==> src/rtl/fifo_wr_arbiter.sv <==
// rtl/fifo_wr_arbiter.sv - round-robin arbiter sharing one FIFO write port
// Picks one eligible requester per cycle into a single registered stage tagged with its index.
module fifo_wr_arbiter #(
  parameter int NUM_REQ    = 4,
  parameter int DATA_WIDTH = 8,
  parameter int ID_WIDTH   = (NUM_REQ > 1) ? $clog2(NUM_REQ) : 1
) (
  input  logic                            clk,
  input  logic                            reset,
  input  logic [NUM_REQ-1:0]              req,
  input  logic [NUM_REQ*DATA_WIDTH-1:0]   req_data,
  input  logic [NUM_REQ-1:0]              req_mask,
  output logic [NUM_REQ-1:0]              grant,
  input  logic                            fifo_wr_ready,
  output logic                            fifo_wr_en,
  output logic [DATA_WIDTH-1:0]           fifo_wr_data,
  output logic [ID_WIDTH-1:0]             fifo_wr_id
);

  localparam int SLOTS = 1 << ID_WIDTH;
  localparam logic [ID_WIDTH-1:0] LAST_ID = ID_WIDTH'(NUM_REQ - 1);

  logic                  en_q, en_d;
  logic [DATA_WIDTH-1:0] data_q, data_d;
  logic [ID_WIDTH-1:0]   id_q, id_d;
  logic [ID_WIDTH-1:0]   last_q, last_d;

  // Padded to a power of two so the ID_WIDTH-wide winner index always selects in range.
  logic [SLOTS-1:0]      elig;
  logic [DATA_WIDTH-1:0] words [SLOTS];

  assign elig = SLOTS'(req & req_mask);

  for (genvar g = 0; g < SLOTS; g++) begin : g_words
    if (g < NUM_REQ) begin : g_live
      assign words[g] = req_data[g*DATA_WIDTH +: DATA_WIDTH];
    end else begin : g_pad
      assign words[g] = '0;
    end
  end

  logic                found;
  logic [ID_WIDTH-1:0] win;
  logic [ID_WIDTH-1:0] idx;

  // Walk from last+1 with wrap so the previous winner has lowest priority.
  always_comb begin
    found = 1'b0;
    win   = '0;
    idx   = last_q;
    for (int k = 0; k < NUM_REQ; k++) begin
      idx = (idx == LAST_ID) ? '0 : idx + ID_WIDTH'(1);
      if (!found && elig[idx]) begin
        found = 1'b1;
        win   = idx;
      end
    end
  end

  logic stage_free;
  logic grant_any;

  assign stage_free = !en_q || fifo_wr_ready;
  assign grant_any  = reset && found && stage_free;

  always_comb begin
    grant = '0;
    for (int i = 0; i < NUM_REQ; i++) begin
      grant[i] = grant_any && (win == ID_WIDTH'(i));
    end
  end

  always_comb begin
    en_d   = en_q;
    data_d = data_q;
    id_d   = id_q;
    last_d = last_q;
    if (grant_any) begin
      en_d   = 1'b1;
      data_d = words[win];
      id_d   = win;
      last_d = win;
    end else if (fifo_wr_ready) begin
      en_d   = 1'b0;
    end
  end

  always_ff @(posedge clk) begin
    if (!reset) begin
      en_q   <= 1'b0;
      data_q <= '0;
      id_q   <= '0;
      last_q <= LAST_ID;
    end else begin
      en_q   <= en_d;
      data_q <= data_d;
      id_q   <= id_d;
      last_q <= last_d;
    end
  end

  assign fifo_wr_en   = en_q;
  assign fifo_wr_data = data_q;
  assign fifo_wr_id   = id_q;

endmodule

==> config.mk <==
export PLATFORM = sky130hd
export DESIGN_NAME = fifo_wr_arbiter
export DESIGN_NICKNAME = d
export VERILOG_FILES = /design/src/rtl/fifo_wr_arbiter.sv
export SDC_FILE = /design/constraint.sdc
export NUM_CORES = 1
export LEC_CHECK = 0
export BUFFER_PORTS_ARGS = -buffer_cell sky130_fd_sc_hd__buf_2
export CORE_ASPECT_RATIO = 1.5
export CORE_MARGIN = 1.5
export CORE_UTILIZATION = 41
export CTS_CLUSTER_DIAMETER = 120
export DETAILED_ROUTE_END_ITERATION = 8
export PLACE_DENSITY_LB_ADDON = 0.1
export RECOVER_POWER = 25
export SYNTH_ARGS = -nofsm -noshare
export SYNTH_HDL_FRONTEND = slang
export SYNTH_SLANG_ARGS = --single-unit
==> constraint.sdc <==
create_clock -name clk -period 2.53 [get_ports clk]
set_input_delay 0.1265 -clock clk [delete_from_list [all_inputs] [get_ports clk]]
set_output_delay 0.1265 -clock clk [all_outputs]
set_load 0.01 [all_outputs]
# After elaboration in Yosys (flattened, before gate mapping)
# Index checks and enable logic that the tools add are counted.
[classes]
eq_ne = 7
bitwise_logic = 2
order_cmp = 5
reduce_logical = 16
addsub = 4
mux = 25
[op_table]
columns = ["op", "n"]
rows = [
  ["$bmux 8 s2", 1],
  ["$mux 2", 8],
  ["$mux 8", 2],
  ["$eq 2x2->1 const B", 6],
  ["$lt 2x3->1 const B", 4],
  ["$mux 1", 10],
  ["$logic_and 1x1->1", 9],
  ["$add 2x1->2 const B", 4],
  ["$bmux 1 s2", 4],
  ["$and 4x4->4", 1],
  ["$logic_not 1->1", 4],
  ["$ge 3x3->1 const B", 1],
  ["$not 2->3", 1],
  ["$eq 2x1->1 const B", 1],
  ["$logic_not 2->1", 1],
  ["$reduce_bool 2->1", 1],
  ["$logic_or 1x1->1", 1],
]
[word_totals]
wordCells = 63
output_inout_bits = 15
register_bits = 13
in_bits = 43

# Longest topological paths before layout
[depth]
word_depth = 18
mapped_depth = 7

# Least setup slack after synthesis
# No wires, ideal clock.
[synth_timing]
path_type = "register to register"
start = "register last_q[0]"
end = "register data_q[0], in the netlist fifo_wr_data[0]"
required_ps = 2400
path_stages_with_launch = 8
setup_slack_ps = 719
period_less_slack_ps = 1811
n_path_buf = 1
t_arrival_ps = 1680
path_cell_list = "dfxtp_1 ha_1 and3_1 o311ai_4 and2_4 buf_8 mux2i_1 o211ai_1"
[synth_between]
elab_chain_cells = 18
elab_cells_between_ends = 40
classes_between = "add/sub: 4; eq/ne: 4; mux: 23; bitwise: 1; reduce/logical: 8"
[synth_rtl]
columns = ["item", "line_no", "text"]
rows = [
  ["from (decl)", "26", "logic [ID_WIDTH-1:0] last_q, last_d;"],
  ["from (signal assigned)", "98", "last_q <= last_d;"],
  ["$add 2x1->2 or $eq 2x2->1 (tied branches)", "52", "idx = (idx == LAST_ID) ? '0 : idx + ID_WIDTH'(1);"],
  ["$mux 2 *", "52", ""],
  ["parallel branches: the longest is 16 deep, another holds $add 2x1->2", "n/a", ""],
  ["to (signal assigned)", "96", "data_q <= data_d;"],
  ["to (decl)", "24", "logic [DATA_WIDTH-1:0] data_q, data_d;"],
]
# Every way passes the cells marked *. The select of a mux whose other input is x is not followed.
# A chain may end at the register's enable or synchronous reset.

# Worst setup path in the final report
[layout_timing]
start = "register last_q[0]"
end = "output grant[3]"
[layout_between]
elab_chain_cells = 17
elab_cells_between_ends = 38
classes_between = "add/sub: 4; eq/ne: 5; mux: 20; reduce/logical: 9"
[layout_rtl]
columns = ["item", "line_no", "text"]
rows = [
  ["$add 2x1->2 or $eq 2x2->1 (tied branches)", "52", ""],
  ["$mux 2 *", "52", ""],
  ["parallel branches: the longest is 14 deep, another holds $add 2x1->2", "n/a", ""],
  ["$logic_and 1x1->1 *", "69", "grant[i] = grant_any && (win == ID_WIDTH'(i));"],
  ["to (decl)", "13", "output logic [NUM_REQ-1:0] grant,"],
]
# Marked as above.

==> flow_summary.toml <==
[power]
switching_power_uw = 237.3
irDropWorstVdd_uv = 413.8
pwr-share-clk_pct = 19.3
power_frac_seq_pct = 39.0
cellPowerDensity_nw_per_um2 = 553.9
switching_share_pct = 35.66
p_int_uw = 428.0
p_comb_share_pct = 41.7
p_leak_uw = 0.0005934

[synth]
synth_area_per_cell_sq_um = 8.437
synth-compound-area-share_pct = 34.89
ys_types = 27
yosys_warnings = 0
synth_top_family_by_area = "compound AO/OA/AOI/OAI gates"
netlist_area_sq_um = 885.9
synthArstFlopShare_pct = 0
synth.ff_latch_count = 13
synthAdderAreaFrac_pct = 1.412
synthMuxAreaShare_pct = 9.040
synth-seq-area-share_pct = 29.38
ys.flop_type = "dfxtp_1"
synth_simple_gate_area_share_pct = 21.75
synthesis.nets = 149
syn_inst = 105
synthXorXnorAreaFrac_pct = 0
synth_edf_count = 0

[drt]
first_pass_iters = 5
drt-vias-per-instance = 5.333
drtIter0Drc = 24
wirelength_microns = 2298
via_count = 992
top_layer = "met4"
met1Wirelength_microns = 966
wl_met3_microns = 145
wl_per_cell_microns = 12.35
wl_met2_microns = 1167
ant_nets = 0
drc = 0

[clock_network]
cts-resized-gates = 0
clkSinkCount = 13
cts.path.max_buffers = 2
cts_made_buffers = 3
htree_num_levels = 1
cts_hold_buffers = 0
clk_latency_ps = 270
root_buffer = "clkbuf_4"
clkTransAtPathRegs_ps = 80
cts_tree = "built"
cts_setup_buffers = 0

[die]
rows = 20
core_sq_um = 2027
start_util_pct = 43.70
die_h_microns = 59.93
die_w_microns = 40.95
dieArea_sq_um = 2454
io-pin-count = 58

[sta]
relSlewSlack_pct = 56.42
setup_viol = 0
fin_skew_ps = 1.424
finalSetupTns_ps = 0
rsz0062_at_grt = "false"
fin_crit_sh_pct = 89.67
worstMarginPinSlew_ps = 651.4
slew_violations = 0
period_needed_ps = 2269
hold_viol_final = 0
fmax_ghz = 0.4408

[worst_setup_path]
cp.arrival_ps = 2140
critical_path.endpoint_type = "output port"
r2r_cells = 6
crit-reg2reg-launch = "last_q[0]"
reg2reg_slack_ps = 550
crit-reg2reg-capture = "fifo_wr_data[4]"
cp_max_fo = 18
path_class = "reg2out"
critPathLaunchType = "flip-flop"
cp.required_ps = 2400

[hold_path]
hp-class = "in2reg"
min_delay_path_depth = 2
min_to = "fifo_wr_en"
hp-start = "reset"

[layout]
layout_commonest_cell = "buf_2"
final_cell_area_sq_um = 1201
final_nets = 209
final_cell_mix = "buf_2 (51), nand2_1 (18), dfxtp_1 (13)"
drive_above_1_share_pct = 37.80
num_antenna_cells = 0
syn2layout_area_growth_pct = 35.59

[global_route]
track_usage_pct = 20.14
grt_overflow_total = 0
grt_pass1_vias = 828
grt_max_degree = 19
antenna_found_initial = 0
grt_pass1_wl_microns = 3429

[place]
dpl.hpwl_microns = 1845
finalWeightedCongestion = 0.6708
postPlaceCellArea_sq_um = 1182
io_buffer_count = 57

[run_status]
outcome = "complete, no violations"

[run]
max_cap_violations = 0
power by group through the flow:
stage	sequential (uW)	combinational, uW	clock, uW
final	260	277	128
after CTS	259	283	133
after floorplan	277	178	0
after global placement	262	276	0
after global routing	264	308	143
after detailed placement	263	282	0
synth_stat cells, types with 2 or more instances:
library cell  number  share of area (%)
nand2_1           18                7.6
nor2_1             4                1.7
a21boi_1           7                5.9
o211ai_1          12                 10
a21o_1             2                1.7
and2_4             2                2.0
mux2i_1            8                9.0
o21a_1             3                2.5
dfxtp_1           13                 29
inv_1              2               0.85
and3_1            11                7.8
o21ai_1            8                4.5
critical path: stages, from the launching register on:
cell and delay (ps):
dfxtp_1 350, ha_1 220, o211ai_1 210, a21o_1 430, and2_4 340, nand2_1 90, nor2_1 100, buf_2 130
state kept, by name, indices dropped and copies added (netlist names):
signal        cells
fifo_wr_en        1
fifo_wr_data      8
fifo_wr_id        2
last_q            2
metrics by stage:
| step | utilization (%) | power [uW] | std cells | hold slack [ps] | worst slack, ps |
|---|---|---|---|---|---|
| 2_1_floorplan | - | 455.2 | 105 | 244.3 | 719.1 |
| 3_3_place_gp | 58.33 | 537.8 | 182 | 368.3 | 634.5 |
| 3_5_place_dp | 58.33 | 545.2 | 182 | 372.9 | 566.5 |
| 4_1_cts | 59.63 | 675.0 | 186 | 84.42 | 268.3 |
| 5_1_grt | 59.26 | 715.3 | 186 | 99.33 | 73.67 |
| 6_report | 59.26 | 665.3 | 186 | 89.92 | 261.4 |
cells by family (layout without fill, tap and decap cells):
group / count (synthesis) / count (layout)
adders and majority gates: 1 / 1
and+or+nand+nor: 39 / 39
muxes: 8 / 8
DFF: 13 / 13
buffers and inverters: 5 / 64
AOI/OAI and AO/OA: 39 / 39
final cells by class:
type                       instances  area [sq um]
fill                             212         825.8
multi-input combinational         87         594.3
timing repair buffer              58         285.3
sequential                        13         260.3
tap                               22         27.53
clock buffer                       4         26.28
inverter                           2         7.507
routing by layer:
metal  vias up  global-route usage (%)
met2        45                   34.60
met3         2                   2.230
li1        512                       -
met1       433                   23.61
met5         -                       0
met4         0                   8.571
worst max-delay path by stage:
stage / start / end / slack [ps] / cells past startpoint
2_1_floorplan: last_q[0] / fifo_wr_data[0] / 720 / 7
3_3_place_gp: last_q[0] / fifo_wr_data[1] / 630 / 6
5_1_grt: last_q[0] / grant[3] / 70 / 7
4_1_cts: last_q[0] / grant[3] / 270 / 7
3_5_place_dp: last_q[0] / fifo_wr_data[1] / 570 / 6
6_report: last_q[0] / grant[3] / 260 / 7
Note: power is estimated with default switching activity, not from simulation.
